**src/rtl/hazard_scoreboard_ctrl.sv**
```systemverilog
// Stall/flush controller for the 5-stage rv32i pipeline: per-register countdown scoreboard,
// memory-wait FSM with hang watchdog and saturating performance counters.
module hazard_scoreboard_ctrl #(
    parameter int unsigned NUM_REGS      = 32,
    parameter int unsigned REG_IDX_W     = 5,
    parameter int unsigned LAT_ALU       = 1,
    parameter int unsigned LAT_LOAD      = 2,
    parameter int unsigned EARLY_RESOLVE = 1,
    parameter int unsigned TIMEOUT       = 1024,
    parameter int unsigned PERF_W        = 32
) (
    input  logic                 clk,
    input  logic                 rst,
    input  logic                 instr_mem_resp,
    input  logic                 data_mem_resp,
    input  logic                 dmem_req,
    input  logic                 id_valid,
    input  logic [REG_IDX_W-1:0] id_rs1,
    input  logic [REG_IDX_W-1:0] id_rs2,
    input  logic                 id_rs1_used,
    input  logic                 id_rs2_used,
    input  logic                 id_early,
    input  logic [REG_IDX_W-1:0] id_rd,
    input  logic                 id_rd_we,
    input  logic [1:0]           id_lat_class,
    input  logic                 mc_done,
    input  logic [REG_IDX_W-1:0] mc_rd,
    input  logic                 redirect,
    output logic                 load_pc,
    output logic                 if_id_load,
    output logic                 id_ex_load,
    output logic                 ex_mem_load,
    output logic                 mem_wb_load,
    output logic                 if_id_flush,
    output logic                 id_ex_flush,
    output logic                 global_stall,
    output logic                 hazard_stall,
    output logic                 hang_err,
    output logic [PERF_W-1:0]    perf_mem_stall,
    output logic [PERF_W-1:0]    perf_haz_stall,
    output logic [PERF_W-1:0]    perf_redirect
);

    localparam int unsigned CNT_W  = 3;
    localparam int unsigned WAIT_W = (TIMEOUT > 1) ? $clog2(TIMEOUT) : 1;
    localparam logic [CNT_W-1:0]  LAT_ALU_C  = CNT_W'(LAT_ALU);
    localparam logic [CNT_W-1:0]  LAT_LOAD_C = CNT_W'(LAT_LOAD);
    localparam logic [WAIT_W-1:0] WAIT_MAX   = WAIT_W'(TIMEOUT - 1);
    localparam logic [PERF_W-1:0] PERF_MAX   = '1;

    typedef enum logic {S_RUN = 1'b0, S_WAIT = 1'b1} state_t;

    state_t              state_q, state_d;
    logic [WAIT_W-1:0]   wait_cnt_q, wait_cnt_d;
    logic                hang_d;
    logic [CNT_W-1:0]    cnt_q [NUM_REGS];
    logic [CNT_W-1:0]    cnt_d [NUM_REGS];
    logic [NUM_REGS-1:0] busy_q, busy_d;
    logic                mc_active_q, mc_active_d;

    logic             mem_stall_c;
    logic [CNT_W-1:0] need_c;
    logic             rs1_haz_c, rs2_haz_c, struct_haz_c, hazard_c;
    logic             issue_c, redirect_take_c;
    logic [WAIT_W-1:0] wait_base_c;

    // Hazard detection against the current scoreboard contents
    always_comb begin
        mem_stall_c  = ~instr_mem_resp | (dmem_req & ~data_mem_resp);
        need_c       = (id_early && (EARLY_RESOLVE != 0)) ? CNT_W'(0) : CNT_W'(1);
        rs1_haz_c    = id_rs1_used && (id_rs1 != '0) &&
                       (busy_q[id_rs1] || (cnt_q[id_rs1] > need_c));
        rs2_haz_c    = id_rs2_used && (id_rs2 != '0) &&
                       (busy_q[id_rs2] || (cnt_q[id_rs2] > need_c));
        struct_haz_c = (id_lat_class == 2'd2) && mc_active_q;
        hazard_c     = id_valid && (rs1_haz_c || rs2_haz_c || struct_haz_c);
        issue_c      = ~mem_stall_c && ~hazard_c && id_valid && id_rd_we && (id_rd != '0);
        redirect_take_c = ~mem_stall_c && ~hazard_c && redirect;
    end

    // Pipeline control outputs and memory-wait FSM next state
    always_comb begin
        load_pc      = 1'b0;
        if_id_load   = 1'b0;
        id_ex_load   = 1'b0;
        ex_mem_load  = 1'b0;
        mem_wb_load  = 1'b0;
        if_id_flush  = 1'b0;
        id_ex_flush  = 1'b0;
        global_stall = 1'b0;
        hazard_stall = 1'b0;
        state_d      = state_q;
        wait_cnt_d   = '0;
        hang_d       = hang_err;
        wait_base_c  = (state_q == S_WAIT) ? wait_cnt_q : '0;

        if (!rst) begin
            load_pc = 1'b0;
        end else if (mem_stall_c) begin
            global_stall = 1'b1;
        end else if (hazard_c) begin
            id_ex_load   = 1'b1;
            ex_mem_load  = 1'b1;
            mem_wb_load  = 1'b1;
            id_ex_flush  = 1'b1;
            hazard_stall = 1'b1;
        end else begin
            load_pc     = 1'b1;
            if_id_load  = 1'b1;
            id_ex_load  = 1'b1;
            ex_mem_load = 1'b1;
            mem_wb_load = 1'b1;
            if_id_flush = redirect;
        end

        unique case (state_q)
            S_RUN:   if (mem_stall_c)  state_d = S_WAIT;
            S_WAIT:  if (!mem_stall_c) state_d = S_RUN;
            default: state_d = S_RUN;
        endcase

        if (mem_stall_c) begin
            wait_cnt_d = (wait_base_c == WAIT_MAX) ? WAIT_MAX : wait_base_c + WAIT_W'(1);
            if (wait_base_c == WAIT_MAX) hang_d = 1'b1;
        end
    end

    // Scoreboard next state: decrement, then multicycle completion, then issue (issue wins)
    always_comb begin
        cnt_d       = cnt_q;
        busy_d      = busy_q;
        mc_active_d = mc_active_q;
        if (!mem_stall_c) begin
            for (int r = 0; r < NUM_REGS; r++) begin
                if (cnt_q[r] != '0) cnt_d[r] = cnt_q[r] - CNT_W'(1);
            end
        end
        if (mc_done && (mc_rd != '0)) begin
            busy_d[mc_rd] = 1'b0;
            cnt_d[mc_rd]  = LAT_ALU_C;
            mc_active_d   = 1'b0;
        end
        if (issue_c) begin
            unique case (id_lat_class)
                2'd1: cnt_d[id_rd] = LAT_LOAD_C;
                2'd2: begin
                    busy_d[id_rd] = 1'b1;
                    cnt_d[id_rd]  = '0;
                    mc_active_d   = 1'b1;
                end
                default: cnt_d[id_rd] = LAT_ALU_C;
            endcase
        end
    end

    always_ff @(posedge clk or negedge rst) begin
        if (!rst) begin
            state_q     <= S_RUN;
            wait_cnt_q  <= '0;
            hang_err    <= 1'b0;
            busy_q      <= '0;
            mc_active_q <= 1'b0;
            for (int r = 0; r < NUM_REGS; r++) cnt_q[r] <= '0;
        end else begin
            state_q     <= state_d;
            wait_cnt_q  <= wait_cnt_d;
            hang_err    <= hang_d;
            busy_q      <= busy_d;
            mc_active_q <= mc_active_d;
            for (int r = 0; r < NUM_REGS; r++) cnt_q[r] <= cnt_d[r];
        end
    end

    // Saturating performance counters
    always_ff @(posedge clk or negedge rst) begin
        if (!rst) begin
            perf_mem_stall <= '0;
            perf_haz_stall <= '0;
            perf_redirect  <= '0;
        end else begin
            if (mem_stall_c && (perf_mem_stall != PERF_MAX))
                perf_mem_stall <= perf_mem_stall + PERF_W'(1);
            if (!mem_stall_c && hazard_c && (perf_haz_stall != PERF_MAX))
                perf_haz_stall <= perf_haz_stall + PERF_W'(1);
            if (redirect_take_c && (perf_redirect != PERF_MAX))
                perf_redirect <= perf_redirect + PERF_W'(1);
        end
    end

endmodule

```
**config.mk**
```make
export PLATFORM = sky130hd
export DESIGN_NAME = hazard_scoreboard_ctrl
export DESIGN_NICKNAME = d
export VERILOG_FILES = /design/src/rtl/hazard_scoreboard_ctrl.sv
export SDC_FILE = /design/constraint.sdc
export NUM_CORES = 1
export LEC_CHECK = 0
export CAP_MARGIN = 15
export CORE_MARGIN = 2
export CORE_UTILIZATION = 60
export CTS_CLUSTER_DIAMETER = 40
export DETAILED_ROUTE_END_ITERATION = 6
export PLACE_DENSITY = 0.83
export SYNTH_ARGS = -nofsm -noshare
export SYNTH_HDL_FRONTEND = slang
export SYNTH_SLANG_ARGS = --single-unit
```
**constraint.sdc**
```tcl
create_clock -name clk -period 17.7 [get_ports clk]
set_clock_uncertainty 0.2 [all_clocks]
set_input_delay 3.54 -clock clk [delete_from_list [all_inputs] [get_ports clk]]
set_output_delay 3.54 -clock clk [all_outputs]
set_load 0.01 [all_outputs]
```
==> run_results.csv <==
group,metric,value,unit
layout,fillers,1838,
layout,drive_above_1_share,8.31,%
critical_path,crit_buf_inv,3,
logic_synthesis,yosys_most_used_dff,"dfrtp_1",
cts,cts_tree,"built",
logic_synthesis,ys_ff_latch,237,
placed_design,dp_hpwl,32600,um
floorplanning,core,25300,sq um
critical_path,crit_type,"primary input to output pin",
critical_path,cpMostUsedCell,"clkdlybuf4s50_1",
global_route,grt_max_degree,95,
logic_synthesis,ys_seq_area_share,38.4,%
timing,finalMaxSlewViolations,0,
global_route,grt_pass1_vias,14400,
timing,fmax,82.3,MHz
logic_synthesis,postSynthAreaPerCell,8.96,sq um
critical_path,crit_required,13960,ps
logic_synthesis,synth_nets,1863,
logic_synthesis,yosysUniqueCellTypes,73,
placed_design,dp_cells,2129,
critical_path,path_max_fanout,18,
global_route,grt_usage,36.8,%
floorplanning,io_pins,140,
route,drcViolationCount,0,
layout,final_nets,1975,
floorplanning,die_x,165,um
cts,cts_setup_buffers,0,
layout,fin_area,18400,sq um
critical_path,cp-start-kind,"primary input",
critical_path,critPathTopFamily,"buffers and inverters",
route,drt_iter0_drc,1449,
timing,period_minus_slack,12150,ps
cts,cts_max_path_buffers,3,
timing,grt_setup_unrepaired,"false",
logic_synthesis,yosysTopAreaCell,"dfrtp_1",
power_and_ir_drop,leakage,0.00794,uW
logic_synthesis,synth_edf_count,0,
placed_design,place_congestion,1.05,
power_and_ir_drop,pwr-share-seq,33.6,%
global_route,antenna_found_initial,2,
logic_synthesis,async_flop_share,100,%
timing,hold_viol,0,
critical_path,r2r_slack,12990,ps
route,drt-pass1-iter-count,6,
timing,relSlewSlack,19.3,%
critical_path,cp_slowest_stage_delay,870,ps
route,wl,49100,um
timing,fin_crit_sh,68.6,%
logic_synthesis,synth_area,15500,sq um
cts,clock_sinks,237,
power_and_ir_drop,switchingPower,833,uW
critical_path,crit_chain,"clkdlybuf4s50_1 > inv_1 > nand2_1 > o221ai_1 > o22ai_1 > nor3_1 > a21oi_1 > ha_1 > nor2_1 > a32oi_1 > nand4_1 > or3_1 > o31ai_2 > and3_1 > clkdlybuf4s50_1",
critical_path,arrival,8410,ps
route,drt-wirelength-per-cell,22.3,um
cts,clk_pin_slew_worst_paths,50,ps
power_and_ir_drop,p_sw_share,35.8,%
critical_path,slowest_stage,"clkdlybuf4s50_1",
power_and_ir_drop,vdd_drop_max,0.0000891,V
cts,root_buffer,"clkbuf_16",
logic_synthesis,synth_top_area_share,38.4,%
power_and_ir_drop,cellPowerDensity,126,nW/um^2
route,vias,14300,
cts,cts_buffers,37,
min_path,hold_class,"register to register",
logic_synthesis,synth_area_leaders,"dfrtp_1, ha_1, xnor2_1",
route,avgViaCountPerCell,6.49,
floorplanning,dieArea,27100,sq um
floorplanning,start_util,61.2,%
floorplanning,die_h,165,um
power_and_ir_drop,combPwrFrac,32.9,%
cts,cts_resized,0,
logic_synthesis,yosys_warnings,0,
global_route,gr-total-overflow,0,
critical_path,crit_path_end_kind,"output pin",
route,ant_nets,0,
cts,htreeDepth,2,
placed_design,portBuffers,139,
placed_design,placed_cell_area,17100,sq um
timing,setup_tns,0,ps
power_and_ir_drop,clock_power_share,33.5,%
cts,cts_hold_buffers,0,
timing,tightestPinTransition,1200,ps
logic_synthesis,syn-instance-count,1726,
global_route,grt_pass1_wl,77000,um
layout,syn2layout_area_growth,19.1,%
power_and_ir_drop,internal_power,1490,uW
flow_run,max_cap_viol_count,0,
layout,fin_cells,2196,
layout,final_core_util,72.9,%
outcome,status,"finished, final reports clean",
timing,setup_viol,0,
cts,clk_latency,540,ps
floorplanning,row_count,58,
-- state kept, by name, indices dropped and copies added, names as in the netlist --
register        cells
perf_mem_stall     32
hang_err            1
cnt_q              96
wait_cnt_q         10
mc_active_q         1
state_q             1
perf_redirect      32
perf_haz_stall     32
busy_q             32
-- synthesized netlist by cell type, types with 7 or more instances --
master     count
nand4_1       57
buf_1         12
a21oi_1       69
xor2_1        42
buf_2         15
nor3b_1        8
nor3_1        78
inv_1        144
dfrtp_1      237
or3_1          8
mux4_2        20
xnor2_1       87
clkbuf_1      59
mux2i_1       14
nand2_1      202
ha_1         103
a311oi_1       7
a32o_1         7
nor4_2        20
o21ai_0       59
nor4_1        18
nor2_1       127
and4_1        20
a211oi_1      59
nand2b_1      14
o211ai_1      35
and2_1        19
and3_1        46
nand3_1       45
a2111oi_0      7
-- cells by family (layout without fill, tap and decap cells) --
group / after synthesis / count (layout) / share of synthesized area, %
simple gates: 699 / 699 / 23.7
compound gates: 281 / 281 / 12.1
buf+inv: 240 / 379 / 6.19
flops: 237 / 237 / 38.4
xor+xnor: 129 / 129 / 7.31
fa+ha+maj: 103 / 103 / 8.33
mux: 37 / 37 / 4.04
other cells: 0 / 1 / 0
-- worst paths after layout --
path                                          start             endpoint  cells after the start
worst max register to register  cnt_q[51]$_DFF_PN0_  cnt_q[60]$_DFF_PN0_                     11
max in group asynchronous                       rst   cnt_q[2]$_DFF_PN0_                      2
min in group asynchronous                       rst  cnt_q[61]$_DFF_PN0_                      1
worst min register to register  busy_q[0]$_DFF_PN0_  busy_q[0]$_DFF_PN0_                      0
worst max-delay path                      id_rs2[2]          if_id_flush                     15
worst min-delay path            busy_q[0]$_DFF_PN0_  busy_q[0]$_DFF_PN0_                      0
-- routing by layer --
metal / global-route usage [%] / part of all wire [%]
met1: 46.0 / 37
met4: 20.1 / 6.0
met2: 57.6 / 45
met5: 0 / 0.026
met3: 11.0 / 12
-- power by group through the flow --
stage                     Combinational (uW)  Sequential [uW]  Clock [uW]
final                                    764              781         780
after global routing                     840              789         812
after CTS                                754              774         785
after detailed placement                 744              780           0
after global placement                   710              780           0
after floorplan                          544              728           0
-- stage by stage --
stage	total power (uW)	hold WS (ps)	setup WS (ps)
floorplan	1270	243	6840
global placement	1490	196	5730
detailed placement	1520	196	5720
CTS	2310	206	5670
global route	2440	218	5270
finish	2330	207	5550
-- final cells by class --
cell class / instances / area (sq um) / area share (%)
Multi-Input combinational cell: 1249 / 8600 / 46.7
Sequential cell: 237 / 5930 / 32.2
Timing Repair Buffer: 167 / 1610 / 8.72
Clock buffer: 45 / 997 / 5.41
Inverter: 146 / 548 / 2.98
Tap cell: 330 / 413 / 2.24
Clock inverter: 21 / 322 / 1.75
Antenna cell: 1 / 2.50 / 0.0136
-- layout by cell type, fill, tap and decap left out, types with 20 or more instances in the layout --
master	count
dfrtp_1	237
nand2_1	202
inv_1	144
clkdlybuf4s50_1	138
nor2_1	126
ha_1	103
xnor2_1	87
nor3_1	78
a21oi_1	69
o21ai_0	59
a211oi_1	59
nand4_1	57
and3_1	46
nand3_1	45
xor2_1	42
clkbuf_16	38
o211ai_1	35
buf_4	28
mux4_2	20
and4_1	20
nor4_2	20
Power figures use the tool's default switching activity.
